<file path="src/rtl/vend_controller.sv">
// Snack vending front-end sequencer: keypad capture, price check, credit, vend, change.
// Optional inactivity timeout is enabled by defining VEND_TIMEOUT_EN.
module vend_controller #(
  parameter int MAX_CREDIT     = 1000,
  parameter int TIMEOUT_CYCLES = 50000000
) (
  input  logic        clk,
  input  logic        reset_n,
  input  logic        key_valid,
  input  logic [3:0]  key_digit,
  input  logic        coin_valid,
  input  logic [9:0]  coin_value,
  input  logic        cancel,
  input  logic        inv_load,
  input  logic [39:0] inv_in,
  input  logic [10:0] snack_price,
  output logic [3:0]  sel_d1,
  output logic [3:0]  sel_d2,
  output logic [3:0]  sel_d3,
  output logic [39:0] inventory,
  output logic [10:0] credit,
  output logic        vend,
  output logic [5:0]  vend_index,
  output logic        change_valid,
  output logic [10:0] change_amount,
  output logic        sold_out,
  output logic        bad_code,
  output logic        coin_reject
);

  typedef enum logic [2:0] {
    S_IDLE, S_DIG2, S_DIG3, S_LOOKUP,
    S_PAY, S_VEND, S_CHANGE
  } state_t;

  state_t      r_state, w_state;
  logic [3:0]  r_d1, r_d2, r_d3;
  logic [3:0]  w_d1, w_d2, w_d3;
  logic [39:0] r_inv, w_inv;
  logic [10:0] r_credit, w_credit;
  logic [9:0]  r_price, w_price;
  logic        r_vend, w_vend;
  logic [5:0]  r_vidx, w_vidx;
  logic        r_chg_v, w_chg_v;
  logic [10:0] r_chg_amt, w_chg_amt;
  logic        r_sold, w_sold;
  logic        r_bad, w_bad;
  logic        r_crej, w_crej;

  logic [3:0]  w_digit;
  logic [5:0]  w_idx;
  logic [11:0] w_sum;
  logic        w_active;
  logic        w_abort;
  logic        w_tmo;

`ifdef VEND_TIMEOUT_EN
  localparam int TW = $clog2(TIMEOUT_CYCLES + 1);
  logic [TW-1:0] r_tmo_cnt;

  always_ff @(posedge clk) begin
    if (!reset_n) begin
      r_tmo_cnt <= '0;
    end else if (key_valid || coin_valid || (w_state != r_state)) begin
      r_tmo_cnt <= '0;
    end else if (r_tmo_cnt != TW'(TIMEOUT_CYCLES)) begin
      r_tmo_cnt <= r_tmo_cnt + 1'b1;
    end
  end

  assign w_tmo = (r_tmo_cnt == TW'(TIMEOUT_CYCLES)) &&
                 ((r_state == S_DIG2) || (r_state == S_DIG3) ||
                  (r_state == S_PAY));
`else
  // no timer in this build; a non-negative limit never fires
  assign w_tmo = (TIMEOUT_CYCLES < 0);
`endif

  assign w_digit  = (key_digit > 4'd9) ? 4'd0 : key_digit;
  assign w_sum    = {1'b0, r_credit} + {2'b00, coin_value};
  assign w_active = (r_state != S_VEND) && (r_state != S_CHANGE);
  assign w_abort  = w_active && (cancel || w_tmo);

  always_comb begin
    w_idx = '0;
    unique case (r_d2)
      4'd0, 4'd1, 4'd2, 4'd3:
        w_idx = 6'({2'b00, r_d2} * 6'd5) + {3'b000, r_d3[3:1]};
      4'd4: w_idx = 6'd20 + {2'b00, r_d3};
      4'd5: w_idx = 6'd30 + {3'b000, r_d3[3:1]};
      4'd6: w_idx = 6'd35 + {2'b00, r_d3};
      default: w_idx = '0;
    endcase
  end

  always_comb begin
    w_state   = r_state;
    w_d1      = r_d1;
    w_d2      = r_d2;
    w_d3      = r_d3;
    w_inv     = r_inv;
    w_credit  = r_credit;
    w_price   = r_price;
    w_vend    = 1'b0;
    w_vidx    = r_vidx;
    w_chg_v   = 1'b0;
    w_chg_amt = r_chg_amt;
    w_sold    = 1'b0;
    w_bad     = 1'b0;
    w_crej    = 1'b0;

    if (coin_valid) begin
      if (!w_active || w_abort || (coin_value == '0) ||
          (w_sum > 12'(MAX_CREDIT))) begin
        w_crej = 1'b1;
      end else begin
        w_credit = w_sum[10:0];
      end
    end

    if (w_abort) begin
      w_d1     = '0;
      w_d2     = '0;
      w_d3     = '0;
      w_credit = '0;
      w_state  = S_IDLE;
      if (r_credit != '0) begin
        w_chg_v   = 1'b1;
        w_chg_amt = r_credit;
      end
    end else begin
      unique case (r_state)
        S_IDLE: begin
          if (key_valid) begin
            w_d1    = w_digit;
            w_d2    = '0;
            w_d3    = '0;
            w_state = S_DIG2;
          end else if (inv_load) begin
            w_inv = inv_in;
          end
        end
        S_DIG2: begin
          if (key_valid) begin
            w_d2    = w_digit;
            w_state = S_DIG3;
          end
        end
        S_DIG3: begin
          if (key_valid) begin
            w_d3    = w_digit;
            w_state = S_LOOKUP;
          end
        end
        S_LOOKUP: begin
          if (snack_price[9:0] == '0) begin
            w_bad   = 1'b1;
            w_state = S_IDLE;
          end else if (!snack_price[10]) begin
            w_sold  = 1'b1;
            w_state = S_IDLE;
          end else begin
            w_price = snack_price[9:0];
            w_state = S_PAY;
          end
        end
        S_PAY: begin
          if (r_credit >= {1'b0, r_price}) w_state = S_VEND;
        end
        S_VEND: begin
          w_vend   = 1'b1;
          w_vidx   = w_idx;
          // indices past the last slot shift out and leave inventory intact
          w_inv    = r_inv & ~(40'd1 << w_idx);
          w_credit = r_credit - {1'b0, r_price};
          w_state  = S_CHANGE;
        end
        S_CHANGE: begin
          if (r_credit != '0) begin
            w_chg_v   = 1'b1;
            w_chg_amt = r_credit;
          end
          w_credit = '0;
          w_state  = S_IDLE;
        end
        default: w_state = S_IDLE;
      endcase
    end
  end

  always_ff @(posedge clk) begin
    if (!reset_n) begin
      r_state   <= S_IDLE;
      r_d1      <= '0;
      r_d2      <= '0;
      r_d3      <= '0;
      r_inv     <= '0;
      r_credit  <= '0;
      r_price   <= '0;
      r_vend    <= 1'b0;
      r_vidx    <= '0;
      r_chg_v   <= 1'b0;
      r_chg_amt <= '0;
      r_sold    <= 1'b0;
      r_bad     <= 1'b0;
      r_crej    <= 1'b0;
    end else begin
      r_state   <= w_state;
      r_d1      <= w_d1;
      r_d2      <= w_d2;
      r_d3      <= w_d3;
      r_inv     <= w_inv;
      r_credit  <= w_credit;
      r_price   <= w_price;
      r_vend    <= w_vend;
      r_vidx    <= w_vidx;
      r_chg_v   <= w_chg_v;
      r_chg_amt <= w_chg_amt;
      r_sold    <= w_sold;
      r_bad     <= w_bad;
      r_crej    <= w_crej;
    end
  end

  assign sel_d1        = r_d1;
  assign sel_d2        = r_d2;
  assign sel_d3        = r_d3;
  assign inventory     = r_inv;
  assign credit        = r_credit;
  assign vend          = r_vend;
  assign vend_index    = r_vidx;
  assign change_valid  = r_chg_v;
  assign change_amount = r_chg_amt;
  assign sold_out      = r_sold;
  assign bad_code      = r_bad;
  assign coin_reject   = r_crej;

endmodule
</file>
<file path="config.mk">
export PLATFORM = sky130hd
export DESIGN_NAME = vend_controller
export DESIGN_NICKNAME = d
export VERILOG_FILES = /design/src/rtl/vend_controller.sv
export SDC_FILE = /design/constraint.sdc
export NUM_CORES = 1
export LEC_CHECK = 0
export ABC_AREA = 1
export BUFFER_PORTS_ARGS = -buffer_cell sky130_fd_sc_hd__clkbuf_2
export CAP_MARGIN = 15
export CORE_ASPECT_RATIO = 0.6
export CORE_MARGIN = 5
export CORE_UTILIZATION = 58
export CTS_CLUSTER_SIZE = 14
export DETAILED_ROUTE_END_ITERATION = 12
export PLACE_DENSITY_LB_ADDON = 0.12
export SETUP_SLACK_MARGIN = 0.2
export SLEW_MARGIN = 20
export SYNTH_ARGS = -nofsm -noshare
export SYNTH_HDL_FRONTEND = slang
export SYNTH_SLANG_ARGS = --single-unit
export TNS_END_PERCENT = 30
</file>
<file path="constraint.sdc">
create_clock -name clk -period 3.91 [get_ports clk]
set_input_delay 0.5865 -clock clk [delete_from_list [all_inputs] [get_ports clk]]
set_output_delay 0.5865 -clock clk [all_outputs]
set_load 0.02 [all_outputs]
</file>
==> Implementation_results.wiki <==
{| class="wikitable"
! Metric !! Value
|-
| Status || completed
|-
| Number of flops mapped to enable cells by yosys || 0
|-
| Post-synthesis cell type count || 43
|-
| Post-Syn Area per Cell || 6.615 sq um
|-
| Yosys warning total || 0
|-
| Share of power burned in combinational logic || between 10% and 20%
|-
| Setup slack after placement || 0.7288 ns
|-
| Number of cells produced by synthesis || 938
|-
| Slew of the pin with the lowest slew margin || 0.9563 ns
|-
| Maximum achievable frequency || 309.6 MHz
|-
| Critical Path End Type || register
|-
| I/O pin cnt || 156
|-
| Final critical-path share of the clock period || 82.62%
|-
| Number of nets in the layout || 1179
|-
| Power per Cell Area || between 300 and 400 nW/um^2
|-
| Master of the slowest instance on the critical path || nor3_2
|-
| Residual overflow from global routing || 0
|-
| Number of pins with negative max-slew slack in the final report || 0
|-
| Setup Fix Bufs, Post-CTS || 0
|-
| Path type of the worst setup path || register to register
|-
| Via density per instance || approximately 5.6
|-
| Antenna diode instance count || 0
|-
| Residual DRC || 0
|-
| Layout-stage area growth over the synthesis result || 17.04%
|-
| # port buffers || 155
|-
| H-Tree Level Count || 3
|-
| Max Cap Viol || 0
|-
| Critical Path, Cell by Cell || ha_1 > ha_1 > inv_1 > fa_1 > inv_1 > a21oi_1 > o21ai_0 > nand2_1 > nor3_2 > inv_2 > nor2_1 > nand2_1 > nand3_1 > a21oi_1
|-
| Portion of the post-synthesis area used by sequential elements || 31.62%
|-
| Largest net degree at the start of global routing || 65
|-
| Die area || 12930 sq um
|-
| TritonCTS clock tree || built
|-
| First-pass iteration count of the detailed router || 6
|-
| Initial standard-cell utilization of the core || 58.97%
|-
| Register bit count reported by yosys || 98
|-
| Via count of the routed design || 6849
|-
| Number of clock buffers inserted by TritonCTS || 9
|-
| Worst path required time || 4.14 ns
|-
| Worst-case reg-to-reg path depth || 14
|-
| Final core area utilization || 69.01%
|-
| Quantity of hold-fixing buffers added after cts || 0
|-
| Largest vdd supply drop || 0.2244 mV
|-
| Largest driver fanout on the critical path || 11
|-
| Die width || about 140 microns
|-
| Hpwl dp || 15200 microns
|-
| Final Hold Viols || 0
|-
| Synthesized Nets || between 1000 and 1500
|-
| Insertion delay to the later sink of the worst-skew pair || 0.35 ns
|-
| Setup-failing EPs final || 0
|-
| Clock transition at the registers of the reported paths || 0.07 ns
|-
| Setup slack after layout || 0.6795 ns
|-
| Remaining antenna violation count after routing || 0
|-
| Reported net switching power || 716.8 uW
|-
| Number of logic stages on the critical path including buffering || 14
|-
| Antenna violations before repair || 1
|-
| Total Negative Setup Slacks || 0 ns
|-
| P_leak || between 0.003 and 0.004 uW
|-
| Total Wirelength || 19580 microns
|-
| Cell at the root of the clock tree || clkbuf_16
|-
| Number of buffer and inverter stages on the critical path || 3
|-
| Final worst clock skew || 0.008925 ns
|-
| Switch share || 30.63%
|-
| Detailed-route wire length per cell || around 16 microns
|-
| Drt initial violations || 703
|-
| Share of cells above drive strength 1 || 20.07%
|-
| Min-delay worst type || input pin to register
|-
| Kind of start point of the critical path || register
|-
| Final weighted congestion of routability-driven global placement || between 0.9 and 1
|-
| Tot GR Track Use || 29.73%
|-
| Sum of internal, switching and leakage power || 2340 uW
|-
| Maximum clock insertion buffer count || 2
|-
| Commonest register cell after synthesis || dfxtp_1
|-
| Placeable core area || 10520 sq um
|-
| Setup repair after global routing missed its margin || false
|-
| Slowest stage delay, CP || about 0.52 ns
|-
| Sequential share of power || between 40% and 50%
|-
| Clock Sink Count || a little under 100
|-
| Cell family with most CP delay || simple AND/OR/NAND/NOR gates
|-
| Cells on Worst Hold Path || 2
|-
| First-pass GRT wire length || 31210 microns
|-
| Die extent in y || 90.12 microns
|-
| Floorplan row count || 29
|-
| Final-layout worst hold slack || 0.4454 ns
|-
| Syn Std Cell Area || between 6000 and 7000 sq um
|-
| Clock network power share || around 37%
|-
| Post-route minimum period || between 3 and 4 ns
|-
| Cells resized by post-CTS repair || 0
|-
| Vias in the first global route || between 5000 and 6000
|-
| Internal power || 1623 uW
|-
| Endpoint arrival time on the critical path || 3.46 ns
|-
| Share of flip-flops with an asynchronous set or reset || 0%
|-
| Tightest slew margin relative to the limit || 36.01%
|}
-- final timing paths --
path                                start                    endpoint  slack [ns]
setup / recovery   sel_d2[2]$_SDFFE_PP0P_  inventory[22]$_SDFFE_PN0P_        0.68
hold reg to reg   r_price[7]$_SDFFE_PN0P_     r_price[7]$_SDFFE_PN0P_        0.47
hold / removal            snack_price[10]         sold_out$_SDFF_PP0_        0.45
setup reg to reg   sel_d2[2]$_SDFFE_PP0P_  inventory[22]$_SDFFE_PN0P_        0.68
-- per-layer routing --
layer,track usage [%],share of wire (%),up-vias
met5,0,0.036,-
met4,4.702,0.91,2
met3,7.317,11,20
met2,38.37,37,357
met1,49.05,51,3087
li1,-,-,3383
-- logic make-up after synthesis --
| group | Yosys count | share of synthesized area (%) |
|---|---|---|
| and+or+nand+nor | 433 | 31.32 |
| adders and majority gates | 37 | 7.824 |
| DFF | 98 | 31.62 |
| buffers and inverters | 140 | 9.538 |
| AOI/OAI and AO/OA | 228 | 19.42 |
| xor gates and xnor gates | 2 | 0.2824 |
-- cell type report --
class / count / area (sq um)
multi-input combinational: 700 / 3651
fill: 1008 / 3261
sequential: 98 / 1962
timing repair buffer: 159 / 805.8
inverter: 103 / 391.6
clock buffer: 10 / 229.0
tap: 139 / 173.9
clock inverter: 6 / 48.80
-- Yosys cell counts (6+ instances only) --
cell,instances,area share (%)
a21oi_1,130,10
buf_2,10,0.81
clkbuf_1,18,1.1
dfxtp_1,98,32
ha_1,34,6.9
inv_1,90,5.4
inv_2,11,0.67
nand2_1,201,12
nand3_1,80,6.5
nand3b_1,6,0.73
nand4_1,8,0.81
nor2_1,94,5.7
nor2_2,7,0.71
nor3_1,9,0.73
o21ai_0,73,5.9
o21bai_1,6,0.73
-- state kept, by name, summed over array words and instances, names as in the netlist --
name / cells
sold_out: 1
coin_reject: 1
sel_d2: 4
sel_d3: 4
sel_d1: 4
credit: 11
vend: 1
vend_index: 6
change_valid: 1
bad_code: 1
r_price: 10
inventory: 40
change_amount: 11
r_state: 3
-- power by group through the flow --
stage               Clock, uW  Combinational (uW)  Sequential [uW]
global placement            0                 402             1100
global route              900                 456             1080
floorplan                   0                 222             1140
detailed placement          0                 404             1100
finish                    854                 412             1070
CTS                       854                 405             1070
-- cells in the final DEF, fill, tap and decap left out, types with 2 or more instances in the layout --
master,synthesis,routed
a21oi_1,130,130
nand3_2,3,3
nand4_1,8,8
clkbuf_16,0,9
fa_1,3,3
nand2_4,2,2
nand2_1,201,201
o21ai_0,73,73
clkinvlp_4,0,2
ha_1,34,34
nor2_4,2,2
nor2_2,7,7
buf_4,5,4
nand3_1,80,80
dfxtp_1,98,98
clkbuf_2,0,155
nand2_2,5,5
o22ai_1,2,2
nor4_1,5,5
inv_6,0,2
o21ai_1,5,5
inv_2,11,11
nor3_1,9,9
inv_1,90,90
o21bai_1,6,6
or2_2,3,3
nor2_1,94,94
o211ai_1,4,4
nand3b_1,6,6
inv_4,2,2
nor3b_1,3,3
o21a_1,3,3
-- stage by stage --
stage | cells | instance area [sq um]
2_1_floorplan | 938 | 6205
3_3_place_gp | 1199 | 6984
3_5_place_dp | 1199 | 6984
4_1_cts | 1215 | 7262
5_1_grt | 1215 | 7262
6_report | 1215 | 7262
Note: power is estimated with default switching activity, not from simulation.
